<file path="src/rtl/ceyloniac_alu_muldiv.sv">
// Execute-stage ALU: single-cycle logic/arith/shift/compare ops into a
// registered result, plus an iterative multiply/divide engine into HI/LO.
// Handshake: a request is taken when op_valid is high and busy is low at a
// rising edge; done pulses for one cycle once the accepted op's results are
// visible; busy stays high from accept of a mul/div until its completion edge.
module ceyloniac_alu_muldiv #(
   parameter int ALU_DATA_WIDTH = 32,
   parameter int SHAMT_WIDTH    = 5
) (
   input  logic                      clk,
   input  logic                      rst_n,
   input  logic                      op_valid,
   input  logic [3:0]                alu_control,
   input  logic [ALU_DATA_WIDTH-1:0] alu_in_a,
   input  logic [ALU_DATA_WIDTH-1:0] alu_in_b,
   output logic                      busy,
   output logic                      done,
   output logic [ALU_DATA_WIDTH-1:0] alu_out,
   output logic                      zero,
   output logic                      overflow,
   output logic                      div_zero,
   output logic [ALU_DATA_WIDTH-1:0] hi,
   output logic [ALU_DATA_WIDTH-1:0] lo
);

   localparam int W = ALU_DATA_WIDTH;

   localparam logic [3:0] OP_AND  = 4'b0000;
   localparam logic [3:0] OP_OR   = 4'b0001;
   localparam logic [3:0] OP_ADD  = 4'b0010;
   localparam logic [3:0] OP_XOR  = 4'b0011;
   localparam logic [3:0] OP_NOR  = 4'b0100;
   localparam logic [3:0] OP_SUB  = 4'b0110;
   localparam logic [3:0] OP_SLT  = 4'b0111;
   localparam logic [3:0] OP_SLTU = 4'b1000;
   localparam logic [3:0] OP_SLL  = 4'b1001;
   localparam logic [3:0] OP_SRL  = 4'b1010;
   localparam logic [3:0] OP_SRA  = 4'b1011;

   typedef enum logic [1:0] {
      ST_IDLE = 2'd0,
      ST_RUN  = 2'd1,
      ST_FIN  = 2'd2
   } state_t;

   state_t                 state_q, state_d;
   logic [SHAMT_WIDTH-1:0] cnt_q, cnt_d;
   logic                   is_div_q, is_div_d;
   logic                   a_neg_q, a_neg_d;
   logic                   b_neg_q, b_neg_d;
   logic                   b_zero_q, b_zero_d;
   logic [W-1:0]           a_orig_q, a_orig_d;
   logic [W-1:0]           opnd_q, opnd_d;
   logic [2*W-1:0]         acc_q, acc_d;
   logic [W-1:0]           alu_out_q, alu_out_d;
   logic [W-1:0]           hi_q, hi_d;
   logic [W-1:0]           lo_q, lo_d;
   logic                   zero_q, zero_d;
   logic                   overflow_q, overflow_d;
   logic                   div_zero_q, div_zero_d;
   logic                   done_q, done_d;

   // single-cycle datapath signals
   logic [SHAMT_WIDTH-1:0] shamt;
   logic [W-1:0]           add_res, sub_res, sc_res;
   logic                   sc_ovf;

   // multicycle engine signals
   logic [W-1:0]           a_mag, b_mag;
   logic [W:0]             mul_sum, rem_sh, div_diff;
   logic                   div_ok;
   logic [2*W-1:0]         step_acc, mul_fix;
   logic [W-1:0]           fin_hi, fin_lo;

   assign shamt   = alu_in_b[SHAMT_WIDTH-1:0];
   assign add_res = alu_in_a + alu_in_b;
   assign sub_res = alu_in_a - alu_in_b;

   // Single-cycle result and signed-overflow flag for the current opcode
   always_comb begin
      sc_res = '0;
      sc_ovf = 1'b0;
      case (alu_control)
         OP_AND:  sc_res = alu_in_a & alu_in_b;
         OP_OR:   sc_res = alu_in_a | alu_in_b;
         OP_ADD: begin
            sc_res = add_res;
            sc_ovf = (alu_in_a[W-1] == alu_in_b[W-1]) && (add_res[W-1] != alu_in_a[W-1]);
         end
         OP_XOR:  sc_res = alu_in_a ^ alu_in_b;
         OP_NOR:  sc_res = ~(alu_in_a | alu_in_b);
         OP_SUB: begin
            sc_res = sub_res;
            sc_ovf = (alu_in_a[W-1] != alu_in_b[W-1]) && (sub_res[W-1] != alu_in_a[W-1]);
         end
         OP_SLT:  sc_res = {{(W-1){1'b0}}, ($signed(alu_in_a) < $signed(alu_in_b))};
         OP_SLTU: sc_res = {{(W-1){1'b0}}, (alu_in_a < alu_in_b)};
         OP_SLL:  sc_res = alu_in_a << shamt;
         OP_SRL:  sc_res = alu_in_a >> shamt;
         OP_SRA:  sc_res = $unsigned($signed(alu_in_a) >>> shamt);
         default: sc_res = '0;
      endcase
   end

   // Engine arithmetic: operand magnitudes, one shift-add / restoring-divide
   // step, and the final sign correction. acc holds {upper, lower} halves:
   // product/multiplier for mul, remainder/dividend-quotient for div.
   always_comb begin
      a_mag    = (~alu_control[0] & alu_in_a[W-1]) ? (~alu_in_a + 1'b1) : alu_in_a;
      b_mag    = (~alu_control[0] & alu_in_b[W-1]) ? (~alu_in_b + 1'b1) : alu_in_b;
      mul_sum  = {1'b0, acc_q[2*W-1:W]} + (acc_q[0] ? {1'b0, opnd_q} : {(W+1){1'b0}});
      rem_sh   = {acc_q[2*W-1:W], acc_q[W-1]};
      div_diff = rem_sh - {1'b0, opnd_q};
      div_ok   = ~div_diff[W];
      if (is_div_q) begin
         step_acc = {(div_ok ? div_diff[W-1:0] : rem_sh[W-1:0]), acc_q[W-2:0], div_ok};
      end else begin
         step_acc = {mul_sum, acc_q[W-1:1]};
      end
      mul_fix = (a_neg_q ^ b_neg_q) ? (~acc_q + 1'b1) : acc_q;
      if (is_div_q) begin
         if (b_zero_q) begin
            fin_hi = a_orig_q;
            fin_lo = '1;
         end else begin
            fin_hi = a_neg_q ? (~acc_q[2*W-1:W] + 1'b1) : acc_q[2*W-1:W];
            fin_lo = (a_neg_q ^ b_neg_q) ? (~acc_q[W-1:0] + 1'b1) : acc_q[W-1:0];
         end
      end else begin
         fin_hi = mul_fix[2*W-1:W];
         fin_lo = mul_fix[W-1:0];
      end
   end

   // Control FSM next-state and register updates
   always_comb begin
      state_d    = state_q;
      cnt_d      = cnt_q;
      is_div_d   = is_div_q;
      a_neg_d    = a_neg_q;
      b_neg_d    = b_neg_q;
      b_zero_d   = b_zero_q;
      a_orig_d   = a_orig_q;
      opnd_d     = opnd_q;
      acc_d      = acc_q;
      alu_out_d  = alu_out_q;
      hi_d       = hi_q;
      lo_d       = lo_q;
      zero_d     = zero_q;
      overflow_d = overflow_q;
      div_zero_d = div_zero_q;
      done_d     = 1'b0;
      case (state_q)
         ST_IDLE: begin
            if (op_valid) begin
               if (alu_control[3:2] == 2'b11) begin
                  state_d  = ST_RUN;
                  cnt_d    = '0;
                  is_div_d = alu_control[1];
                  a_neg_d  = ~alu_control[0] & alu_in_a[W-1];
                  b_neg_d  = ~alu_control[0] & alu_in_b[W-1];
                  b_zero_d = (alu_in_b == '0);
                  a_orig_d = alu_in_a;
                  if (alu_control[1]) begin
                     opnd_d = b_mag;
                     acc_d  = {{W{1'b0}}, a_mag};
                  end else begin
                     opnd_d = a_mag;
                     acc_d  = {{W{1'b0}}, b_mag};
                  end
               end else begin
                  alu_out_d  = sc_res;
                  zero_d     = (sc_res == '0);
                  overflow_d = sc_ovf;
                  done_d     = 1'b1;
               end
            end
         end
         ST_RUN: begin
            acc_d = step_acc;
            cnt_d = cnt_q + 1'b1;
            if (cnt_q == SHAMT_WIDTH'(W-1)) begin
               state_d = ST_FIN;
            end
         end
         ST_FIN: begin
            state_d    = ST_IDLE;
            hi_d       = fin_hi;
            lo_d       = fin_lo;
            alu_out_d  = fin_lo;
            zero_d     = (fin_lo == '0);
            overflow_d = 1'b0;
            if (is_div_q) begin
               div_zero_d = b_zero_q;
            end
            done_d     = 1'b1;
         end
         default: state_d = ST_IDLE;
      endcase
   end

   // State registers with synchronous active-low reset
   always_ff @(posedge clk) begin
      if (!rst_n) begin
         state_q    <= ST_IDLE;
         cnt_q      <= '0;
         is_div_q   <= 1'b0;
         a_neg_q    <= 1'b0;
         b_neg_q    <= 1'b0;
         b_zero_q   <= 1'b0;
         a_orig_q   <= '0;
         opnd_q     <= '0;
         acc_q      <= '0;
         alu_out_q  <= '0;
         hi_q       <= '0;
         lo_q       <= '0;
         zero_q     <= 1'b0;
         overflow_q <= 1'b0;
         div_zero_q <= 1'b0;
         done_q     <= 1'b0;
      end else begin
         state_q    <= state_d;
         cnt_q      <= cnt_d;
         is_div_q   <= is_div_d;
         a_neg_q    <= a_neg_d;
         b_neg_q    <= b_neg_d;
         b_zero_q   <= b_zero_d;
         a_orig_q   <= a_orig_d;
         opnd_q     <= opnd_d;
         acc_q      <= acc_d;
         alu_out_q  <= alu_out_d;
         hi_q       <= hi_d;
         lo_q       <= lo_d;
         zero_q     <= zero_d;
         overflow_q <= overflow_d;
         div_zero_q <= div_zero_d;
         done_q     <= done_d;
      end
   end

   assign busy     = (state_q != ST_IDLE);
   assign done     = done_q;
   assign alu_out  = alu_out_q;
   assign zero     = zero_q;
   assign overflow = overflow_q;
   assign div_zero = div_zero_q;
   assign hi       = hi_q;
   assign lo       = lo_q;

endmodule

</file>
<file path="config.mk">
export PLATFORM = sky130hd
export DESIGN_NAME = ceyloniac_alu_muldiv
export DESIGN_NICKNAME = d
export VERILOG_FILES = /design/src/rtl/ceyloniac_alu_muldiv.sv
export SDC_FILE = /design/constraint.sdc
export NUM_CORES = 2
export LEC_CHECK = 0
export ABC_AREA = 0
export BUFFER_PORTS_ARGS = -buffer_cell sky130_fd_sc_hd__buf_2
export CORE_UTILIZATION = 45
export DETAILED_ROUTE_END_ITERATION = 8
export SLEW_MARGIN = 10
export SYNTH_ARGS = -nofsm -noshare
export SYNTH_HDL_FRONTEND = slang
export SYNTH_SLANG_ARGS = --single-unit
</file>
<file path="constraint.sdc">
create_clock -name clk -period 7.5 [get_ports clk]
set_input_delay 0.75 -clock clk [delete_from_list [all_inputs] [get_ports clk]]
set_output_delay 0.75 -clock clk [all_outputs]
set_load 0.02 [all_outputs]
</file>
Yosys cells after proc, flatten, opt, wreduce, memory -nomap -nowiden --
Index checks and enable logic that the tools add are counted.
Storage, ports and cells: register bits after elaboration 239, bits of input ports 71, output and inout bits 101, logic and storage cells 120
Operators by class: add/sub/neg operators 10, $lt $le $gt $ge 2, equal/unequal tests 22, shift-type cells 3, multiplexer cells 38, bitwise gates (word level) 14, reductions and logical operators 15
Operators with widths (count):
- 2-to-1 mux 32 bit | 14
- case mux 32 bit (11 select lines) | 1
- 2-to-1 mux 64 bit | 4
- NOT 32 bit | 5
- adder 32 x 1 -> 32 bit (second input constant) | 4
- case mux 64 bit (2 select lines) | 1
- zero test 32 bit | 3
- adder 64 x 1 -> 64 bit (second input constant) | 1
- < comparator 32 bit | 2
- NOT 64 bit | 1
- case mux 32 bit (2 select lines) | 1
- adder 32 x 32 -> 33 bit | 1
- subtractor 33 x 32 -> 33 bit | 1
- adder 32 bit | 1
- bitwise AND 32 bit | 1
- OR 32 bit | 1
- left shift 32 x 5 -> 32 bit | 1
- right shift 32 x 5 -> 32 bit | 1
- >>> shifter 32 x 5 -> 32 bit | 1
- subtractor 32 bit | 1
- bitwise XOR 32 bit | 1
- equality test 4 bit (second input constant) | 4
- equality test 4 x 3 -> 1 bit (second input constant) | 3
- AND reduction 3 bit | 4
- other kinds (23) | 46

Longest topological paths before layout --
word-level depth 7, gate-level depth with buffers 19, depth with buffers taken out 17

Least setup slack after synthesis --
Ideal clock, no wire load.
kind input to register, start input port alu_in_b[3], end register zero_q, in the netlist zero, library setup time 0.084 ns, arrival 4.775 ns, required time 7.416 ns, setup slack 2.641 ns, stages on the path 19, buffers on the path 4, cells stage by stage buf_2 > buf_2 > clkinv_1 > buf_2 > clkbuf_1 > ha_1 > nor3_2 > o21ai_1 > a2111oi_2 > nor4_2 > a21oi_2 > a21o_1 > a21oi_1 > o211a_1 > o311ai_1 > and4_1 > nand4_1 > or4_1 > o31ai_2
On the way: longest elaborated chain between the ends 7, elaborated cells between the ends (all ways) 16, classes of those cells 2 x add/sub; 2 x order compare; 3 x shift; 4 x mux; 4 x bitwise; 1 x reduce/logical
RTL lines:
- start, declared | line 15 | input logic [ALU_DATA_WIDTH-1:0] alu_in_b,
- parallel branches: the longest is 2 deep, another holds subtractor 32 bit
- case mux 32 bit (11 select lines) * | line 83 | case (alu_control)
- zero test 32 bit * | line 173 | zero_d = (sc_res == '0);
- 2-to-1 mux 1 bit * | line 156 | if (alu_control[3:2] == 2'b11) begin
- 2-to-1 mux 1 bit * | line 155 | if (op_valid) begin
- case mux 1 bit (2 select lines) * | line 153 | case (state_q)
- end signal, assigned | line 234 | zero_q <= zero_d;
- end, declared | line 58 | logic zero_q, zero_d;
Mark *: on every way between the ends. The select of a mux whose other input is x is not followed. A chain may end at the register's enable or synchronous reset.

Worst setup path in the final report --
start input port alu_in_b[0], end register zero_q, in the netlist zero
Same word-level chain as after synthesis.

==> impl_summary.txt <==
----------------------------------------------------
[Worst setup path]
  Critical Path AT ... between 5000 and 6000 ps
  Cell type of the slowest stage on the worst timing path ... buf_4
  Nature of the critical path endpoint ... flop
  Largest incremental delay on the critical path ... 580 ps
  Setup Crit Path Kind ... in -> reg
  Startpoint type of the worst setup path ... input pin
  Most common cell on crit path ... buf_4
  Cell class contributing the biggest share of worst-path delay ... compound AO/OA/AOI/OAI gates
  Crit-path cells ... buf_4 -> buf_4 -> inv_2 -> ha_1 -> nand2_1 -> o21ai_1 -> a21oi_2 -> o22ai_1 -> a2111oi_0 -> a21oi_1 -> a211o_1 -> nand4b_1 -> nor3_1 -> nand4_1 -> or4_1 -> o31ai_2
  Count of buffering cells on the critical path with inverters included ... 3
  Maximum fanout along the worst path ... 47
  Required time of the worst setup path ... 7990 ps

[Detailed routing]
  Total detailed-routing wirelength ... 132600 microns
  Via-to-Cell Ratio ... 6.708
  Number of search-and-repair iterations in the first detailed-routing pass ... 9
  Routed via count ... 30.46k
  Average wire length per cell after detail routing ... 29.21 microns
  Total DRC errors in the routed layout ... 8
  DR iter-0 viols ... 3877
  Final ANT Viol Nets ... 0

[Clocking]
  Number of buffers added to fix hold violations after cts ... 0
  Clock tree sinks ... 239
  Post-CTS Setup Inserts ... 0
  Clk Latency, worst-skew pair ... 580 ps
  Clock tree from TritonCTS ... built
  Number of clock buffers inserted by TritonCTS ... 29
  Clock-pin slew on the worst setup and hold paths ... 60 ps
  Quantity of gates resized following cts ... 0
  Deepest level of the CTS H-tree ... 1
  Clock root buffer master ... clkbuf_16
  Largest buffer count on any clock path ... 3

[Finish]
  Final design instance area without fill ... 29080 sq um
  Number of non-filler instances in the completed layout ... 4541
  Multi-input combinational cell area ... 20460 sq um
  Most common cell after layout, fill and taps aside ... nand2_1
  Final design utilization ... 49.09%
  Leading cell types in the layout, fill and taps excluded ... 500 x nand2_1, 379 x nor2_1, 353 x a21oi_1
  Synth-to-Final Area Change ... 7.387%
  Total of fill cells in the finished design ... 6161
  Diode insertion count for antenna repair ... 0
  Count of nets after finishing ... between 3k and 4k
  Storage element area ... 4790 sq um
  Fraction of layout instances using a drive strength above 1 ... 11.01%

[Power]
  Combinational Power Share ... 37.2%
  Switching power ... between 1.5 and 2 mW
  Internal power ... 2.708 mW
  Leakage dissipation ... around 11 nW
  Clock Power Share ... 32.3%
  Total power per unit cell area ... 154.9 nW/um^2
  Share of power burned in registers ... between 30% and 40%
  Peak supply drop ... about 0.12 mV
  Sw frac ... 39.90%

[Placed design]
  Cell total after placement ... between 4k and 5k
  Pre-CTS setup slack ... 2080 ps
  Dpl cell area ... approximately 28000 sq um
  GP Congestion ... between 1 and 1.5
  Count of buffers inserted at the top-level ports ... 171
  Post-DP HPWL ... 100700 microns

[Die]
  Floorplan die width ... 247.3 microns
  Initial core utilization ... 45.71%
  Overall die area ... 61170 sq um
  Core area ... about 60000 sq um
  Total I/O pin count ... 172
  Row count ... 89
  Vertical die dimension ... 247.3 microns

[Logic synthesis]
  Post-synth top area share ... between 10% and 20%
  Share of the yosys chip area belonging to registers ... 17.67%
  Biggest area consumer among synthesized cells ... dfxtp_1
  Cell count after synthesis ... 3803
  Synth area leaders ... dfxtp_1 18%, ha_1 7.9%, nand2_1 6.9%
  Proportion of synthesized flip-flops having asynchronous set or reset ... 0%
  Post-Syn Area ... ~27000 sq um
  Post-synth EDFFs ... 0
  Flops & latches, synth ... between 200 and 250
  Yosys Warn Count ... 0
  Syn nets ... 4048
  Post-synth top flop ... dfxtp_1
  Yosys cell types ... 114
  Post-synthesis average cell area ... 7.121 sq um

[Global routing]
  Number of antenna violations at the first check in global routing ... 2
  GR Overflow Total ... 0
  Largest net degree at the start of global routing ... 131
  Vias in the first global route ... 27.39k
  Met3 track utilization from global routing ... 9.735%
  Global routing's busiest layer ... met2
  GRT Resource Usage Total ... 41.87%
  Global-route wire length before repair ... 189000 microns
  Met2 demand-to-capacity share in global routing ... a little over three fifths
  GR met1 Demand/Resource ... 53.23%

[Timing]
  Tightest Pin Transition ... 1155 ps
  Max-slew violation total from the final report ... 0
  RSZ-0062 raised after global routing ... false
  Maximum frequency from static timing analysis ... between 150 and 200 MHz
  Final critical path time including I/O delays and setup ... 5111 ps
  Final Setup Violations ... 0
  Setup tns final ... 0 ps
  Worst slew margin relative to its limit ... between 20% and 30%
  Portion of the clock cycle consumed by the worst path in the final layout ... 68.14%
  Setup skew after layout ... 18.92 ps
  Smallest setup slack after layout ... between 2000 and 2500 ps
  Final-report hold violation count ... 0

[Hold path]
  Type of the most critical hold path ... reg -> reg

[Job]
  MaxCap Viol Count ... 0

[Status]
  Violations in the final reports ... DRC
  Result of the run ... finished with violations

----------------------------------------------------
worst paths after layout:
| path | from | end | slack [ps] | cells past startpoint |
|---|---|---|---|---|
| setup reg to reg | acc_q[0] | acc_q[63] | 2440 | 17 |
| hold / removal | hi[5] | hi[5] | 450 | 2 |
| setup / recovery | alu_in_b[0] | zero | 2390 | 16 |
| hold reg to reg | hi[5] | hi[5] | 450 | 2 |
metrics by stage:
step	power, mW	hold WS, ps
2_1_floorplan	2.461	431.9
3_3_place_gp	3.008	439.5
3_5_place_dp	2.994	443.4
4_1_cts	4.447	451.5
5_1_grt	4.650	467.9
6_report	4.505	450.1
layer usage:
metal | vias up | share of wire [%]
met1 | 14350 | 39
met2 | 1945 | 42
met5 | - | 0.026
met4 | 4 | 7.9
li1 | 13690 | -
met3 | 470 | 11
area by class of cell:
| type | instances | area share [%] |
|---|---|---|
| tap | 773 | 3.326 |
| inverter | 158 | 2.056 |
| sequential | 239 | 16.47 |
| clock inverter | 11 | 0.4302 |
| clock buffer | 42 | 2.938 |
| multi-input combinational | 3092 | 70.36 |
| timing repair buffer | 226 | 4.423 |
logic make-up (layout without fill, tap and decap cells):
family,count (synthesis),count (layout),share of synthesized area (%)
simple gates,1258,1258,21.10
compound gates,1262,1262,31.05
fa+ha+maj,174,174,8.150
buf+inv,472,437,7.156
mux,181,181,7.863
flops,239,239,17.67
xor+xnor,217,217,7.018
worst min-delay path, stage by stage, from the launching register on:
cell and delay [ps]:
dfxtp_1 300, nand2_1 50, a21oi_1 50
cell usage after synthesis (all sizes together) (12+ instances only):
| master | n |
|---|---|
| o221ai | 31 |
| nor3 | 58 |
| o21bai | 18 |
| nand3 | 54 |
| or3 | 28 |
| o21a | 14 |
| and2 | 18 |
| mux4 | 16 |
| clkbuf | 220 |
| nor2 | 383 |
| mux2 | 31 |
| o22ai | 41 |
| a311oi | 21 |
| and3 | 23 |
| o21ai | 231 |
| nand2b | 36 |
| nand4 | 25 |
| buf | 94 |
| mux2i | 134 |
| a211oi | 130 |
| xor2 | 53 |
| xnor2 | 164 |
| o31ai | 39 |
| a221o | 13 |
| dfxtp | 239 |
| a21o | 45 |
| a21oi | 361 |
| inv | 154 |
| nor4 | 32 |
| or4 | 13 |
| ha | 170 |
| nand2 | 500 |
| a31oi | 45 |
| a221oi | 34 |
| or2 | 12 |
| a22oi | 33 |
| nor2b | 45 |
| o211ai | 79 |
power by group through the flow:
| stage | sequential (mW) | combinational (mW) | clock [mW] |
|---|---|---|---|
| 2_1_floorplan | 1.38 | 1.08 | 0 |
| 6_report | 1.37 | 1.67 | 1.46 |
| 3_3_place_gp | 1.40 | 1.61 | 0 |
| 4_1_cts | 1.37 | 1.60 | 1.47 |
| 3_5_place_dp | 1.40 | 1.59 | 0 |
| 5_1_grt | 1.38 | 1.75 | 1.53 |
state kept, by name (all words and copies together), names as in the netlist, 2 cells and up:
signal,count
acc_q,64
alu_out,32
a_orig_q,32
hi,32
opnd_q,32
cnt_q,5
lo,32
state_q,2
(Power assumes the default switching activity.)
